## src/rtl/sega_joy_scanner.sv

```systemverilog
// ============================================================================
// Module   : sega_joy_scanner
// Purpose  : Multi-channel Sega pad scanner with 3/6-button detection,
//            whole-frame debounce and sticky per-channel change flags.
// Revision : 1.0
// ============================================================================
`default_nettype none

module sega_joy_scanner #(
    parameter int NUM_CH       = 2,
    parameter int PHASE_CYCLES = 500,
    parameter int IDLE_CYCLES  = 850000,
    parameter int DEBOUNCE     = 2
) (
    input  logic                 clk,
    input  logic                 reset,
    input  logic [NUM_CH*6-1:0]  sj,
    output logic [NUM_CH-1:0]    sel,
    output logic [NUM_CH*12-1:0] status,
    output logic [NUM_CH*2-1:0]  pad_type,
    output logic [NUM_CH-1:0]    changed,
    input  logic [NUM_CH-1:0]    ack,
    output logic                 frame_done
);

    localparam int CNT_MAX = (PHASE_CYCLES > IDLE_CYCLES) ? PHASE_CYCLES : IDLE_CYCLES;
    localparam int CNT_W   = $clog2(CNT_MAX);
    localparam logic [CNT_W-1:0] PHASE_LAST = CNT_W'(PHASE_CYCLES - 1);
    localparam logic [CNT_W-1:0] IDLE_LAST  = CNT_W'(IDLE_CYCLES - 1);
    localparam int MC_W = $clog2(DEBOUNCE + 1);
    localparam logic [MC_W-1:0] MC_MAX = MC_W'(DEBOUNCE);
    localparam logic [MC_W-1:0] MC_ONE = MC_W'(1);

    typedef enum logic [1:0] {
        ST_IDLE   = 2'd0,
        ST_SCAN   = 2'd1,
        ST_COMMIT = 2'd2
    } state_t;

    state_t             state_q, state_d;
    logic [CNT_W-1:0]   cnt_q, cnt_d;
    logic [2:0]         phase_q, phase_d;
    logic               sel_q, sel_d;
    logic               frame_done_q, frame_done_d;
    logic               sample;
    logic               commit;
    logic [NUM_CH*6-1:0] sync1_q, sync2_q;

    always_ff @(posedge clk or posedge reset) begin
        if (reset) begin
            state_q      <= ST_IDLE;
            cnt_q        <= '0;
            phase_q      <= '0;
            sel_q        <= 1'b1;
            frame_done_q <= 1'b0;
            sync1_q      <= '0;
            sync2_q      <= '0;
        end else begin
            state_q      <= state_d;
            cnt_q        <= cnt_d;
            phase_q      <= phase_d;
            sel_q        <= sel_d;
            frame_done_q <= frame_done_d;
            sync1_q      <= sj;
            sync2_q      <= sync1_q;
        end
    end

    always_comb begin
        state_d = state_q;
        cnt_d   = cnt_q + 1'b1;
        phase_d = phase_q;
        sample  = 1'b0;
        case (state_q)
            ST_IDLE: begin
                if (cnt_q == IDLE_LAST) begin
                    state_d = ST_SCAN;
                    cnt_d   = '0;
                    phase_d = '0;
                end
            end
            ST_SCAN: begin
                if (cnt_q == PHASE_LAST) begin
                    sample = 1'b1;
                    cnt_d  = '0;
                    if (phase_q == 3'd7) begin
                        state_d = ST_COMMIT;
                    end else begin
                        phase_d = phase_q + 3'd1;
                    end
                end
            end
            ST_COMMIT: begin
                state_d = ST_IDLE;
                cnt_d   = '0;
            end
            default: begin
                state_d = ST_IDLE;
                cnt_d   = '0;
            end
        endcase
        // SEL and the strobe are derived from the next state so they leave a flop cleanly
        sel_d        = (state_d == ST_SCAN) ? ~phase_d[0] : 1'b1;
        frame_done_d = (state_d == ST_COMMIT);
    end

    assign commit     = (state_q == ST_COMMIT);
    assign sel        = {NUM_CH{sel_q}};
    assign frame_done = frame_done_q;

    for (genvar c = 0; c < NUM_CH; c++) begin : g_ch
        logic [5:0]     pins;
        logic [11:0]    cap_q;
        logic           present_q, six_q;
        logic [1:0]     prev_type_q, pub_type_q, res_type;
        logic [11:0]    prev_stat_q, pub_stat_q, res_stat;
        logic [MC_W-1:0] mcnt_q, mcnt_d;
        logic           changed_q, changed_d;
        logic           same, publish;

        assign pins = sync2_q[c*6 +: 6];

        always_comb begin
            res_type = 2'b00;
            res_stat = '0;
            if (present_q) begin
                if (six_q) begin
                    res_type = 2'b10;
                    res_stat = cap_q;
                end else begin
                    res_type = 2'b01;
                    res_stat = {4'h0, cap_q[7:0]};
                end
            end
            same    = (res_type == prev_type_q) && (res_stat == prev_stat_q);
            mcnt_d  = same ? ((mcnt_q == MC_MAX) ? MC_MAX : mcnt_q + 1'b1) : MC_ONE;
            publish = commit && (mcnt_d == MC_MAX) &&
                      ((res_type != pub_type_q) || (res_stat != pub_stat_q));
            // a publish in the same cycle as ack keeps the flag set
            changed_d = publish | (changed_q & ~ack[c]);
        end

        always_ff @(posedge clk or posedge reset) begin
            if (reset) begin
                cap_q       <= '0;
                present_q   <= 1'b0;
                six_q       <= 1'b0;
                prev_type_q <= '0;
                prev_stat_q <= '0;
                pub_type_q  <= '0;
                pub_stat_q  <= '0;
                mcnt_q      <= '0;
                changed_q   <= 1'b0;
            end else begin
                if (sample) begin
                    case (phase_q)
                        3'd0: cap_q[5:0] <= ~pins;
                        3'd1: begin
                            cap_q[7:6] <= ~pins[5:4];
                            present_q  <= ~pins[2] & ~pins[3];
                        end
                        3'd5: six_q <= (pins[3:0] == 4'b0000);
                        3'd6: cap_q[11:8] <= ~pins[3:0];
                        default: ;
                    endcase
                end
                if (commit) begin
                    prev_type_q <= res_type;
                    prev_stat_q <= res_stat;
                    mcnt_q      <= mcnt_d;
                    if (publish) begin
                        pub_type_q <= res_type;
                        pub_stat_q <= res_stat;
                    end
                end
                changed_q <= changed_d;
            end
        end

        assign status[c*12 +: 12] = pub_stat_q;
        assign pad_type[c*2 +: 2] = pub_type_q;
        assign changed[c]         = changed_q;
    end

endmodule

`default_nettype wire

```

## config.mk

```make
export PLATFORM = sky130hd
export DESIGN_NAME = sega_joy_scanner
export DESIGN_NICKNAME = d
export VERILOG_FILES = /design/src/rtl/sega_joy_scanner.sv
export SDC_FILE = /design/constraint.sdc
export NUM_CORES = 1
export LEC_CHECK = 0
export ABC_AREA = 1
export BUFFER_PORTS_ARGS = -buffer_cell sky130_fd_sc_hd__buf_2
export CORE_ASPECT_RATIO = 0.9
export CORE_MARGIN = 2
export CORE_UTILIZATION = 25
export CTS_BUF_LIST = sky130_fd_sc_hd__clkbuf_8 sky130_fd_sc_hd__clkbuf_16
export DETAILED_ROUTE_END_ITERATION = 7
export PLACE_DENSITY = 0.4
export SLEW_MARGIN = 30
export SYNTH_ARGS = -nofsm -noshare
export SYNTH_HDL_FRONTEND = slang
export SYNTH_SLANG_ARGS = --single-unit
```

## constraint.sdc

```tcl
create_clock -name clk -period 6.5 [get_ports clk]
set_input_delay 1.3 -clock clk [delete_from_list [all_inputs] [get_ports clk]]
set_output_delay 1.3 -clock clk [all_outputs]
set_load 0.005 [all_outputs]
```

==> impl_metrics.env <==
export IMPL_status="finished, final reports clean"
export IMPL_synth_edf_count=0
export IMPL_worst_ep_arrival_time_ns=3.15
export IMPL_syn_nets=874
export IMPL_insertion_delay_ns=0.42
export IMPL_final_nets=914
export IMPL_grt_max_degree=98
export IMPL_numPlacedInstances=1225
export IMPL_drtPass1Iterations=4
export IMPL_place_congestion=0.7258
export IMPL_row_count=57
export IMPL_design_die_area_sq_um=28600
export IMPL_cap_violations=0
export IMPL_hold_viol_final=0
export IMPL_grt_pass1_wl_mm=28.16
export IMPL_p_leak_nw=3.964
export IMPL_tns_ns=0
export IMPL_synth_cell_area_sq_um=6815
export IMPL_stdcell_area_sq_um=7981
export IMPL_layout_min_cycle_time_ns=2.848
export IMPL_grt_usage=0.1254
export IMPL_final_core_util=0.2969
export IMPL_r2r_slack_ns=3.65
export IMPL_ioPinCount=49
export IMPL_holdPathEnd="sync2_q[10]"
export IMPL_post_cts_buffers=0
export IMPL_start_kind="flip-flop"
export IMPL_wl_mm=16.62
export IMPL_routedWlPerCell_um=13.23
export IMPL_synth_top_area_frac=0.5140
export IMPL_antenna_found_initial=0
export IMPL_slew_headroom=0.4350
export IMPL_totalPowerFinal_mw=1.972
export IMPL_synth_distinct_cells=34
export IMPL_synth_most_common_cell="nand2_1"
export IMPL_p_per_area_nw_per_um2=247.0
export IMPL_overflow=0
export IMPL_drive_gt1_frac=0.1164
export IMPL_yosysTopAreaCell="dfrtp_1"
export IMPL_place_area_sq_um=7346
export IMPL_numCtsBuffers=17
export IMPL_synth_top_flop_cell="dfrtp_1"
export IMPL_final_cells=1256
export IMPL_drv_slew=0
export IMPL_rsz0062_at_grt="no"
export IMPL_synth_cells=850
export IMPL_drtIter0Drc=289
export IMPL_yosys_warnings=0
export IMPL_critPathMaxFanout=24
export IMPL_reg2reg_from="g_ch[1].present_q"
export IMPL_portBuffers=48
export IMPL_rr_endpoint="g_ch[1].pub_stat_q[10]"
export IMPL_cts_root_buf="clkbuf_16"
export IMPL_clock_path_buffers=2
export IMPL_vias=5291
export IMPL_path_clk_slew_ns=0.06
export IMPL_rr_worst_depth=11
export IMPL_ir_worst_vdd_v=0.0001430
export IMPL_grt_pass1_vias=5281
export IMPL_synthTopCellsByCount="nand2_1, dfrtp_1, inv_1"
export IMPL_syn_to_final_growth_pct=17.11
export IMPL_cts_tree="yes"
export IMPL_fmax_ghz=0.3512
export IMPL_cts_max_level=4
export IMPL_die_h_um=160.6
export IMPL_cts_resized=0
export IMPL_hp_start="sync1_q[10]"
export IMPL_hp_class="flip-flop to flip-flop"
export IMPL_setup_viol=0
export IMPL_cts_sinks=141
export IMPL_ys_ff_latch=141
export IMPL_async_flop_share=1.000
export IMPL_critPathKind="flip-flop to flip-flop"
export IMPL_chipWidth_um=178.0
export IMPL_drcViolationCount=0
export IMPL_syn_area_per_cell_sq_um=8.018
export IMPL_holdPathStages=0
export IMPL_design_core_area_sq_um=26890
export IMPL_viasPerCell=4.213
export IMPL_fin_crit_sh=0.4381
export IMPL_worstMarginPinSlew_ns=0.8475
export IMPL_diodes=0
export IMPL_crit_required_ns=6.80
export IMPL_initial_utilization=0.2535
export IMPL_ys_seq_area_frac=0.5179
export IMPL_skew_ns=0.01830
export IMPL_drtAntennaViolNets=0
export IMPL_hold_buffers=0
export IMPL_dpl_hpwl_mm=11.48
export IMPL_synthTopCellsByArea="dfrtp_1, nand2_1, inv_1"
export IMPL_setup_worst_path_end_class="flip-flop"
flip-flops by register name, summed over array words and instances, names as in the netlist:
name              cells
cnt_q                20
frame_done            1
g_ch.cap_q           24
g_ch.changed_q        2
g_ch.mcnt_q           4
g_ch.present_q        2
g_ch.prev_stat_q     24
g_ch.prev_type_q      4
g_ch.pub_stat_q      24
g_ch.pub_type_q       4
g_ch.six_q            2
phase_q               3
sel_q                 1
state_q               2
sync1_q              12
sync2_q              12
power breakdown:
group	total, mW	leakage (nW)	switching (mW)	internal (mW)
registers	0.891	1.90	0.00517	0.885
logic	0.0244	1.77	0.0203	0.00418
clock network	1.06	0.298	0.388	0.669
kinds of logic after synthesis:
kind of cell,Yosys count,synth area share
fa+ha+maj,8,0.01469
simple gates,461,0.2915
compound gates,79,0.06058
flops,141,0.5179
xor+xnor,22,0.02827
buf+inv,139,0.08702
worst max path at each step:
stage	slack, ns	startpoint	depth (start not counted)	end
2_1_floorplan	1.42	reset	1	cnt_q[0]
3_3_place_gp	3.55	g_ch[0].present_q	11	g_ch[0].pub_stat_q[4]
3_5_place_dp	3.57	g_ch[0].present_q	11	g_ch[0].pub_stat_q[4]
4_1_cts	3.56	g_ch[0].present_q	11	g_ch[0].pub_type_q[1]
5_1_grt	3.28	g_ch[0].present_q	11	g_ch[0].pub_stat_q[1]
6_report	3.65	g_ch[1].present_q	11	g_ch[1].pub_stat_q[10]
placed cells by master, fill, tap and decap left out, drive strengths merged:
cell,n
a21oi,3
buf,50
nand3,78
ha,8
o211ai,1
nor4,5
a211oi,1
nor2,73
a31oi,2
o22ai,4
xnor2,19
nand4,9
clkinvlp,5
inv,111
xor2,3
o21ai,67
nor3b,4
nand3b,2
o211a,1
bufinv,4
and3,1
dfrtp,140
or2,1
nor3,9
dfstp,1
clkbuf,20
clkinv,1
nand2,279
worst max-delay path: stages (launching register included):
cell and delay (ns):
dfrtp_1 0.88, nand3_1 0.29, inv_1 0.18, nand2_1 0.06, nand2_1 0.06, nor2_1 0.04, nand3_1 0.08, nor2_1 0.05
nor2_2 0.52, nand2_2 0.38, nand2_1 0.14, nand2_1 0.06
stage by stage:
stage,worst slack (ns),hold slack (ns)
after floorplan,1.420,0.3312
after detailed placement,3.575,0.3347
after CTS,3.562,0.3482
after global routing,3.284,0.3582
final,3.652,0.3457
after global placement,3.549,0.3325
final cells by class:
| class | count | area [sq um] |
|---|---|---|
| Multi-Input combinational cell | 570 | 2700 |
| Clock buffer | 20 | 466.7 |
| Clock inverter | 11 | 166.4 |
| Fill cell | 2869 | 18910 |
| Timing Repair Buffer | 50 | 255.2 |
| Tap cell | 354 | 442.9 |
| Sequential cell | 141 | 3530 |
| Inverter | 110 | 420.4 |
metal layers:
layer	up-vias	routed length, um	global-route usage
met1	2483	8960	0.1839
li1	2742	-	-
met2	62	7011	0.1853
met3	4	565	0.03149
met5	-	0	0
met4	0	80	0.02794
Note: power is estimated with default switching activity, not from simulation.
